--- src/rtl/order_book_dispatcher.sv ---
// order_book_dispatcher
//   Schedules parsed order commands from NUM_REQ parser lanes onto the four
//   shared per-stock order-book engines over one one-hot-addressed command
//   bus. Commands to different stocks may overlap; commands to the same stock
//   are serialized by a per-stock busy flag. A per-stock watchdog frees a
//   stock whose engine never signals completion.
//
//   Optional feature: define ORDER_BOOK_DISPATCH_STATS_EN to add the
//   saturating stat_issued / stat_timeouts counters and their output ports.
//
// Ports
//   clk, reset                 clock, asynchronous active-high reset
//   req_valid/req_ready        per-lane handshake (ready is combinational)
//   req_order_id/quantity/price/stock_activate  lane-packed payloads
//   flush / flush_done         drain request / one-cycle drain-complete pulse
//   cmd_*                      registered one-cycle command to the engines
//   eng_done / eng_busy        per-stock completion in / outstanding flag out
//                              (bit 3 = stock 0)
//   err_illegal                pulse: illegal activate dropped
//   timeout_err/timeout_stock  pulse + index of a watchdog expiry
//   stat_issued/stat_timeouts  statistics (feature macro only)
module order_book_dispatcher #(
  parameter int NUM_REQ        = 2,
  parameter int TIMEOUT_CYCLES = 255
) (
  input  logic                    clk,
  input  logic                    reset,
  input  logic [NUM_REQ-1:0]      req_valid,
  output logic [NUM_REQ-1:0]      req_ready,
  input  logic [32*NUM_REQ-1:0]   req_order_id,
  input  logic [32*NUM_REQ-1:0]   req_quantity,
  input  logic [64*NUM_REQ-1:0]   req_price,
  input  logic [12*NUM_REQ-1:0]   req_stock_activate,
  input  logic                    flush,
  output logic                    cmd_valid,
  output logic [31:0]             cmd_order_id,
  output logic [31:0]             cmd_quantity,
  output logic [63:0]             cmd_price,
  output logic [11:0]             cmd_stock_activate,
  input  logic [3:0]              eng_done,
  output logic [3:0]              eng_busy,
  output logic                    flush_done,
  output logic                    err_illegal,
  output logic                    timeout_err,
  output logic [1:0]              timeout_stock
`ifdef ORDER_BOOK_DISPATCH_STATS_EN
  ,
  output logic [31:0]             stat_issued,
  output logic [15:0]             stat_timeouts
`endif
);

  localparam int         PTR_W    = (NUM_REQ > 2) ? 2 : 1;
  localparam logic [7:0] CNT_LAST = 8'(TIMEOUT_CYCLES - 1);

  typedef enum logic [1:0] {ST_RUN, ST_DRAIN, ST_DONE} state_t;

  state_t             r_state, w_next;
  logic [PTR_W-1:0]   r_ptr;
  logic [3:0]         r_busy;
  logic [7:0]         r_cnt [4];
  logic               r_cmd_valid, r_err_illegal, r_timeout_err, r_flush_done;
  logic [1:0]         r_timeout_stock;
  logic [31:0]        r_cmd_order_id, r_cmd_quantity;
  logic [63:0]        r_cmd_price;
  logic [11:0]        r_cmd_stock_activate;

  logic               w_grant_en, w_done_enter;
  logic [NUM_REQ-1:0] w_legal, w_elig, w_grant;
  logic [1:0]         w_grp [NUM_REQ];
  logic               w_any_grant, w_issue, w_illegal;
  logic [PTR_W-1:0]   w_sel;
  logic [3:0]         w_set, w_expire, w_release;
  logic [1:0]         w_to_stock;

  // ---------------- FSM: state register / next state / outputs ----------
  always_ff @(posedge clk or posedge reset) begin
    if (reset) r_state <= ST_RUN;
    else       r_state <= w_next;
  end

  always_comb begin
    // NOTE: every signal assigned in a combinational block gets a default
    // first; a path that skips the assignment would otherwise infer a latch.
    w_next = r_state;
    case (r_state)
      ST_RUN:   if (flush)         w_next = ST_DRAIN;
      ST_DRAIN: if (r_busy == '0)  w_next = ST_DONE;
      ST_DONE:  if (!flush)        w_next = ST_RUN;
      default:                     w_next = ST_RUN;
    endcase
  end

  always_comb begin
    w_grant_en   = (r_state == ST_RUN) && !flush;
    w_done_enter = (r_state == ST_DRAIN) && (r_busy == '0);
  end

  // ---------------- Per-lane decode and eligibility ----------------------
  // Group index g counts 3-bit groups from the LSB, so g is also the
  // eng_busy/eng_done bit of that stock (stock = 3 - g).
  always_comb begin
    for (int i = 0; i < NUM_REQ; i++) begin
      w_legal[i] = $onehot(req_stock_activate[12*i +: 12]);
      w_grp[i]   = 2'd0;
      for (int p = 0; p < 12; p++)
        if (req_stock_activate[12*i + p]) w_grp[i] = 2'(p / 3);
      // Illegal commands are always eligible so they are drained, not stuck.
      w_elig[i] = w_grant_en && req_valid[i] && (!w_legal[i] || !r_busy[w_grp[i]]);
    end
  end

  // ---------------- Round-robin arbiter ----------------------------------
  always_comb begin
    int idx;
    idx         = 0;
    w_grant     = '0;
    w_any_grant = 1'b0;
    w_sel       = '0;
    for (int k = 0; k < NUM_REQ; k++) begin
      idx = int'(r_ptr) + k;
      if (idx >= NUM_REQ) idx = idx - NUM_REQ;
      if (!w_any_grant && w_elig[idx]) begin
        w_any_grant  = 1'b1;
        w_grant[idx] = 1'b1;
        w_sel        = PTR_W'(idx);
      end
    end
  end

  assign req_ready = w_grant;
  assign w_issue   = w_any_grant && w_legal[w_sel];
  assign w_illegal = w_any_grant && !w_legal[w_sel];
  assign w_set     = w_issue ? (4'b0001 << w_grp[w_sel]) : 4'b0000;

  // ---------------- Watchdog ---------------------------------------------
  always_comb begin
    w_to_stock = 2'd0;
    for (int g = 0; g < 4; g++) begin
      w_expire[g] = r_busy[g] && !eng_done[g] && (r_cnt[g] == CNT_LAST);
      // Ascending scan: highest g (lowest stock index) wins.
      if (w_expire[g]) w_to_stock = 2'(3 - g);
    end
  end

  // A done and an expiry in the same cycle release the stock as a done.
  assign w_release = r_busy & (eng_done | w_expire);

  always_ff @(posedge clk or posedge reset) begin
    if (reset) begin
      r_busy <= '0;
      for (int g = 0; g < 4; g++) r_cnt[g] <= '0;
    end else begin
      // NOTE: sequential state uses non-blocking assignments so every
      // register samples pre-edge values regardless of statement order.
      r_busy <= (r_busy & ~w_release) | w_set;
      for (int g = 0; g < 4; g++) begin
        if (w_set[g])                        r_cnt[g] <= '0;
        else if (r_busy[g] && !w_release[g]) r_cnt[g] <= r_cnt[g] + 8'd1;
      end
    end
  end

  // ---------------- Command / status registers --------------------------
  always_ff @(posedge clk or posedge reset) begin
    if (reset) begin
      r_ptr                <= '0;
      r_cmd_valid          <= 1'b0;
      r_cmd_order_id       <= '0;
      r_cmd_quantity       <= '0;
      r_cmd_price          <= '0;
      r_cmd_stock_activate <= '0;
      r_err_illegal        <= 1'b0;
      r_timeout_err        <= 1'b0;
      r_timeout_stock      <= '0;
      r_flush_done         <= 1'b0;
    end else begin
      r_cmd_valid     <= w_issue;
      r_err_illegal   <= w_illegal;
      r_timeout_err   <= |w_expire;
      r_timeout_stock <= w_to_stock;
      r_flush_done    <= w_done_enter;
      if (w_any_grant)
        r_ptr <= (w_sel == PTR_W'(NUM_REQ - 1)) ? '0 : w_sel + 1'b1;
      // Payload holds between issues; illegal commands never reach the bus.
      if (w_issue) begin
        r_cmd_order_id       <= req_order_id[32*w_sel +: 32];
        r_cmd_quantity       <= req_quantity[32*w_sel +: 32];
        r_cmd_price          <= req_price[64*w_sel +: 64];
        r_cmd_stock_activate <= req_stock_activate[12*w_sel +: 12];
      end
    end
  end

  assign cmd_valid          = r_cmd_valid;
  assign cmd_order_id       = r_cmd_order_id;
  assign cmd_quantity       = r_cmd_quantity;
  assign cmd_price          = r_cmd_price;
  assign cmd_stock_activate = r_cmd_stock_activate;
  assign eng_busy           = r_busy;
  assign flush_done         = r_flush_done;
  assign err_illegal        = r_err_illegal;
  assign timeout_err        = r_timeout_err;
  assign timeout_stock      = r_timeout_stock;

`ifdef ORDER_BOOK_DISPATCH_STATS_EN
  logic [31:0] r_stat_issued;
  logic [15:0] r_stat_timeouts;

  always_ff @(posedge clk or posedge reset) begin
    if (reset) begin
      r_stat_issued   <= '0;
      r_stat_timeouts <= '0;
    end else begin
      if (r_cmd_valid && (r_stat_issued != '1))     r_stat_issued   <= r_stat_issued + 32'd1;
      if (r_timeout_err && (r_stat_timeouts != '1)) r_stat_timeouts <= r_stat_timeouts + 16'd1;
    end
  end

  assign stat_issued   = r_stat_issued;
  assign stat_timeouts = r_stat_timeouts;
`endif

endmodule

--- config.mk ---
export PLATFORM = sky130hd
export DESIGN_NAME = order_book_dispatcher
export DESIGN_NICKNAME = d
export VERILOG_FILES = /design/src/rtl/order_book_dispatcher.sv
export SDC_FILE = /design/constraint.sdc
export NUM_CORES = 1
export LEC_CHECK = 0
export CELL_PAD_IN_SITES_DETAIL_PLACEMENT = 0
export CELL_PAD_IN_SITES_GLOBAL_PLACEMENT = 1
export CORE_MARGIN = 3
export CORE_UTILIZATION = 32
export CTS_CLUSTER_DIAMETER = 40
export DETAILED_ROUTE_END_ITERATION = 16
export PLACE_DENSITY_LB_ADDON = 0.1
export SLEW_MARGIN = 20
export SYNTH_ARGS = -nofsm -noshare
export SYNTH_HDL_FRONTEND = slang
export SYNTH_SLANG_ARGS = --single-unit
--- constraint.sdc ---
create_clock -name clk -period 8.9 [get_ports clk]
set_input_delay 2.225 -clock clk [delete_from_list [all_inputs] [get_ports clk]]
set_output_delay 2.225 -clock clk [all_outputs]
set_load 0.01 [all_outputs]
# Word level (Yosys, flattened, before mapping)
# Index checks and enable logic that the tools add are counted.
# Widths: inputs -> output; s select.
op_classes:
  addsub: 30
  mul: 1
  div_mod_pow: 0
  n_lt_le_gt_ge: 10
  eq_ne: 11
  n_shift: 5
  mux: 63
  bitwise_logic: 7
  n_reduce_logical: 48
op_table:
  columns: ["operator", "n"]
  rows:
  - ["$shiftx 128x8->64", 1]
  - ["$shiftx 64x7->32", 2]
  - ["$ge 32x1->1 const B", 2]
  - ["$lt 32x3->1 const B", 2]
  - ["$mux 32", 2]
  - ["$mux 8", 8]
  - ["$mux 2", 28]
  - ["$add 8x1->8 const B", 4]
  - ["$eq 8x8->1 const B", 4]
  - ["$add 1x1->2", 12]
  - ["$shiftx 24x6->12", 1]
  - ["$logic_and 1x1->1", 23]
  - ["$mux 1", 19]
  - ["$add 2x2->3", 6]
  - ["$logic_not 1->1", 15]
  - ["$add 3x3->4", 2]
  - ["$add 4x3->4", 2]
  - ["$and 4x4->4", 2]
  - ["$eq 4x1->1 const B", 2]
  - ["$or 4x4->4", 2]
  - ["$reduce_bool 2->1", 4]
  - ["$lt 2x3->1 const B", 2]
  - ["$pmux 2 s3", 1]
  - ["$bmux 1 s2", 2]
  - ["other kinds (23)", 27]
totals:
  ff_bits: 185
  latch_bits: 0
  mem_bits_rw: 0
  mem_bits_ro: 0
  inputBits: 289
  n_memories: 0

# Longest topological paths before layout
depth:
  word_depth: 28
  mapped_depth: 18
  mapped_depth_nobuf: 15

# Worst setup path after synthesis
# No wires, ideal clock.
synth_path:
  kind: "input -> output"
  startpoint: "in req_stock_activate[12]"
  endpoint: "out req_ready[0]"
  arrival_time_ps: 5823
  required_ps: 6675
  path_slack_ps: 852
  cell_stages: 15
  path_buffers: 0
  path_cell_list: "fa_1 > fa_1 > inv_1 > fa_1 > fa_1 > inv_1 > ha_1 > inv_1 > fa_1 > nor2b_1 > a21oi_1 > o311ai_1 > nand2_1 > a21o_1 > nor2_1"
synth_via:
  elab_chain_len: 15
synth_lines:
  columns: ["item", "line", "source"]
  rows:
  - ["start: declaration", "33", "input logic [12*NUM_REQ-1:0] req_stock_activate,"]
  - ["$add 1x1->2 *", "104", "w_legal[i] = $onehot(req_stock_activate[12*i +: 12]);"]
  - ["$add 2x2->3 *", "104", null]
  - ["$add 3x3->4 *", "104", null]
  - ["$add 4x3->4 *", "104", null]
  - ["$eq 4x1->1 *", "104", null]
  - ["$logic_not 1->1 *", "109", "w_elig[i] = w_grant_en && req_valid[i] && (!w_legal[i] || !r_busy[w_grp[i]]);"]
  - ["$logic_or 1x1->1 *", "109", null]
  - ["$logic_and 1x1->1 *", "109", null]
  - ["$mux 1 (implied by the code) (3 in series)", "123", "if (!w_any_grant && w_elig[idx]) begin"]
  - ["$mux 1", "123", null]
  - ["$logic_not 1->1", "123", null]
  - ["$logic_and 1x1->1", "123", null]
  - ["$mux 2 *", "123", null]
  - ["end: declaration", "29", "output logic [NUM_REQ-1:0] req_ready,"]
# Every way passes the cells marked *; elsewhere a longest branch is shown, timed or not. The select of a mux whose other input is x is not followed.

# Worst setup path in the final report
layout_path:
  startpoint: "in req_stock_activate[12]"
  endpoint: "out req_ready[1]"
# The elaborated chain is that of the path after synthesis.

==> run_results.csv <==
group,metric,value,unit
status,status,"complete, no violations",
yosys,yosysWarningCount,0,
cells_and_area,final.fill_count,3046,
global_route,grt.overflow.total,0,
setup_path,max_stage_delay,0.52,ns
setup_path,crit_path_end_kind,"output pin",
setup_path,r2r_slack,5.86,ns
global_route,grt_pass1_wl,60700,um
setup_path,arrival,6.48,ns
global_route,grt_max_degree,114,
flow_run,cap_violations,0,
clock_network,cts_tree,"built",
global_route,globalRouteTotalUtil,22.2,%
route,via_per_inst,4.87,
clock_network,cts_buffer_depth,2,
global_route,busiest_layer,"met2",
setup_path,path_depth,17,
yosys,synth-seq-cells,185,
yosys,synthFlopType,"dfrtp_1",
floorplan,io_pins,441,
clock_network,cts_sinks,185,
timing,fin_skew,0.00962,ns
setup_path,worst_ep_required_time,6.68,ns
cells_and_area,register_area,0.00463,mm2
floorplan,dieArea,0.0349,mm2
pwr,p_total,0.00401,W
timing,fmax,115,MHz
setup_path,slowest_stage,"fa_1",
cells_and_area,drive_above_1_share,10.9,%
timing,period_minus_slack,8.71,ns
setup_path,crit_type,"primary input to output pin",
cells_and_area,final_cell_area,0.0160,mm2
route,drt_iter0_drc,558,
pwr,power.density,251,mW/mm2
global_route,grtUsageMet3,7.07,%
clock_network,h-tree-depth,4,
setup_path,rr_worst_depth,8,
cells_and_area,syn2layout_area_growth,52.7,%
setup_path,crit_fanout,4,
yosys,netlist_area,0.0105,mm2
setup_path,r2r-start,"r_state[1]",
setup_path,r2r-end,"cmd_order_id[31]",
setup_path,endpoint,"req_ready[1]",
clock_network,clock_latency,0.44,ns
timing,relSlewSlack,40.2,%
cells_and_area,multi_input_area,0.00433,mm2
setup_path,crit_path_start,"req_stock_activate[12]",
floorplan,core,0.0319,mm2
placed_design,numPortBuffers,440,
floorplan,fp.dieW,187,um
global_route,met2_usage,36.1,%
min_path,whs_path_depth,1,
placed_design,place_area,0.0153,mm2
placed_design,hpwl,28200,um
clock_network,cts_root_buf,"clkbuf_16",
timing,fin_ws,0.195,ns
setup_path,crit_path_start_kind,"primary input",
route,wl_per_cell,20.2,um
yosys,synth_nets,1399,
timing,setup_viol,0,
timing,fin_setup_tns,0,ns
setup_path,critPathTopFamily,"adder cells",
timing,drv_slew,0,
placed_design,pre_cts_ws,-0.152,ns
clock_network,clkSlewWorstSetupHoldPaths,0.06,ns
timing,worst_pin_slew,0.897,ns
global_route,grt_pass1_vias,9521,
route,drcViolationCount,0,
yosys,syn_inst,1080,
floorplan,start_util,32.8,%
yosys,synth-async-reset-ratio,100,%
route,num_vias,9512,
clock_network,cts-buffers-inserted,17,
floorplan,row_count,65,
route,firstDrtPassIters,4,
route,ant_nets,0,
yosys,yosysSeqAreaShare,44.2,%
cells_and_area,final_util,50.2,%
pwr,p_leak,7.32,nW
global_route,grt_util_met1,28.7,%
cells_and_area,finalNetCount,1818,
min_path,hold_class,"flop to flop",
timing,hold_violations,0,
timing,fin_crit_sh,97.8,%
setup_path,path_common_cell,"fa_1",
pwr,vdd_drop_max,0.000127,V
setup_path,cp_cell_sequence,"clkdlybuf4s50_1 -> fa_1 -> fa_1 -> inv_1 -> fa_1 -> fa_1 -> inv_1 -> ha_1 -> inv_1 -> fa_1 -> nor2b_1 -> a21oi_1 -> o311ai_2 -> buf_4 -> and2_1 -> nor2_1 -> dlygate4sd2_1",
placed_design,place_congestion,0.800,
yosys,yosysUniqueCellTypes,50,
yosys,synth_edf_count,0,
timing,rsz0062_at_grt,"false",
global_route,antenna_found_initial,8,
yosys,avgSynthCellArea,9.70,um2
floorplan,die_h,187,um
setup_path,critPathBufInv,6,
route,postRouteWirelength,39400,um
[how the worst min path moves through the flow]
stage | startpoint | end | slack (ns)
floorplan | r_state[1] | flush_done | 0.46
global placement | r_state[1] | r_state[0] | 0.49
detailed placement | r_state[1] | r_state[0] | 0.50
CTS | r_state[1] | r_state[0] | 0.51
global route | r_state[1] | r_state[0] | 0.53
finish | r_state[1] | r_state[0] | 0.51
[synth_stat cells (all sizes together) (9+ instances only)]
cell,count,share of area (%)
nand2,24,0.86
nor2,17,0.61
nand3,10,0.48
a221oi,146,18
a211oi,11,0.84
buf,29,2.2
nor3,169,8.2
ha,16,1.9
inv,315,11
nand4,13,0.78
dfrtp,185,44
o21ai,12,0.57
or3,9,0.54
fa,14,2.7
xor2,18,1.5
clkbuf,38,1.4
[report_power, final]
group	switching, W	internal [W]	leakage, nW
Clock	0.000349	0.000464	0.302
Combinational	0.000886	0.000999	4.93
Sequential	0.000167	0.00114	2.10
[cell usage in the layout, fill, tap and decap left out, types with 3 or more instances in the layout]
| cell type | netlist | routed |
|---|---|---|
| a221oi_1 | 57 | 57 |
| nor4_2 | 3 | 3 |
| nor3_1 | 166 | 165 |
| fa_1 | 14 | 14 |
| bufinv_16 | 0 | 3 |
| nor2_1 | 17 | 17 |
| clkinv_2 | 0 | 5 |
| o21ai_0 | 10 | 10 |
| and4_1 | 3 | 3 |
| buf_12 | 0 | 5 |
| nand3_1 | 10 | 10 |
| and3_1 | 4 | 4 |
| inv_1 | 315 | 314 |
| o21a_1 | 3 | 3 |
| or3_1 | 9 | 8 |
| a221oi_2 | 89 | 89 |
| nand4_1 | 13 | 13 |
| a211oi_1 | 10 | 10 |
| a21oi_1 | 7 | 6 |
| clkbuf_8 | 0 | 3 |
| clkdlybuf4s50_1 | 0 | 438 |
| nor2b_1 | 4 | 4 |
| xor2_1 | 18 | 18 |
| diode_2 | 0 | 5 |
| nor3_2 | 3 | 3 |
| nand2_1 | 24 | 24 |
| ha_1 | 16 | 16 |
| clkbuf_16 | 0 | 17 |
| buf_4 | 9 | 21 |
| dfrtp_1 | 185 | 185 |
| xnor2_1 | 8 | 8 |
[per-stage QoR]
stage,cells,hold WS (ns)
3_3_place_gp,1913,0.494
4_1_cts,1946,0.509
6_report,1952,0.509
5_1_grt,1952,0.532
2_1_floorplan,1080,0.461
3_5_place_dp,1913,0.500
[worst register-to-register path, stage by stage (launching register included)]
cell	delay [ns]
dfrtp_1	0.42
nor3_1	0.47
o311ai_2	0.20
buf_4	0.18
buf_4	0.13
a21oi_4	0.32
buf_4	0.73
nor3_1	0.23
a221oi_1	0.25
[cells by family after synthesis]
family,after synthesis,share of synthesized area (%)
xor+xnor,26,2.17
fa+ha+maj,30,4.59
compound gates,194,20.9
simple gates,263,13.2
flops,185,44.2
buf+inv,382,14.9
[sequential cells by signal, summed over array words and instances, names as in the netlist]
name                count
cmd_valid               1
flush_done              1
timeout_stock           2
err_illegal             1
eng_busy                4
r_ptr                   1
cmd_stock_activate     12
cmd_quantity           32
timeout_err             1
cmd_order_id           32
cmd_price              64
r_state                 2
r_cnt                  32
[area by class of cell]
cell class | count | share of cell area (%)
timing repair buffer | 467 | 29.2
sequential | 185 | 28.9
multi-input combinational | 513 | 27.1
inverter | 315 | 7.44
tap | 435 | 3.40
clock buffer | 20 | 2.92
clock inverter | 12 | 0.923
antenna | 5 | 0.0782
[timing repair]
action | in CTS | in global routing
cloned | 0 | 0
pin swaps | 2 | 1
resized for setup | 4 | 1
setup buffers | 1 | 1
hold buffers | 0 | 0
setup endpoints to repair | 2 | 2
[routing by layer]
metal  vias to the layer above  part of all wire (%)
met3                        35                   6.9
met1                      4648                    43
met2                       297                    49
met4                         4                   1.6
li1                       4528                     -
met5                         -                 0.069
Note: power is estimated with default switching activity, not from simulation.
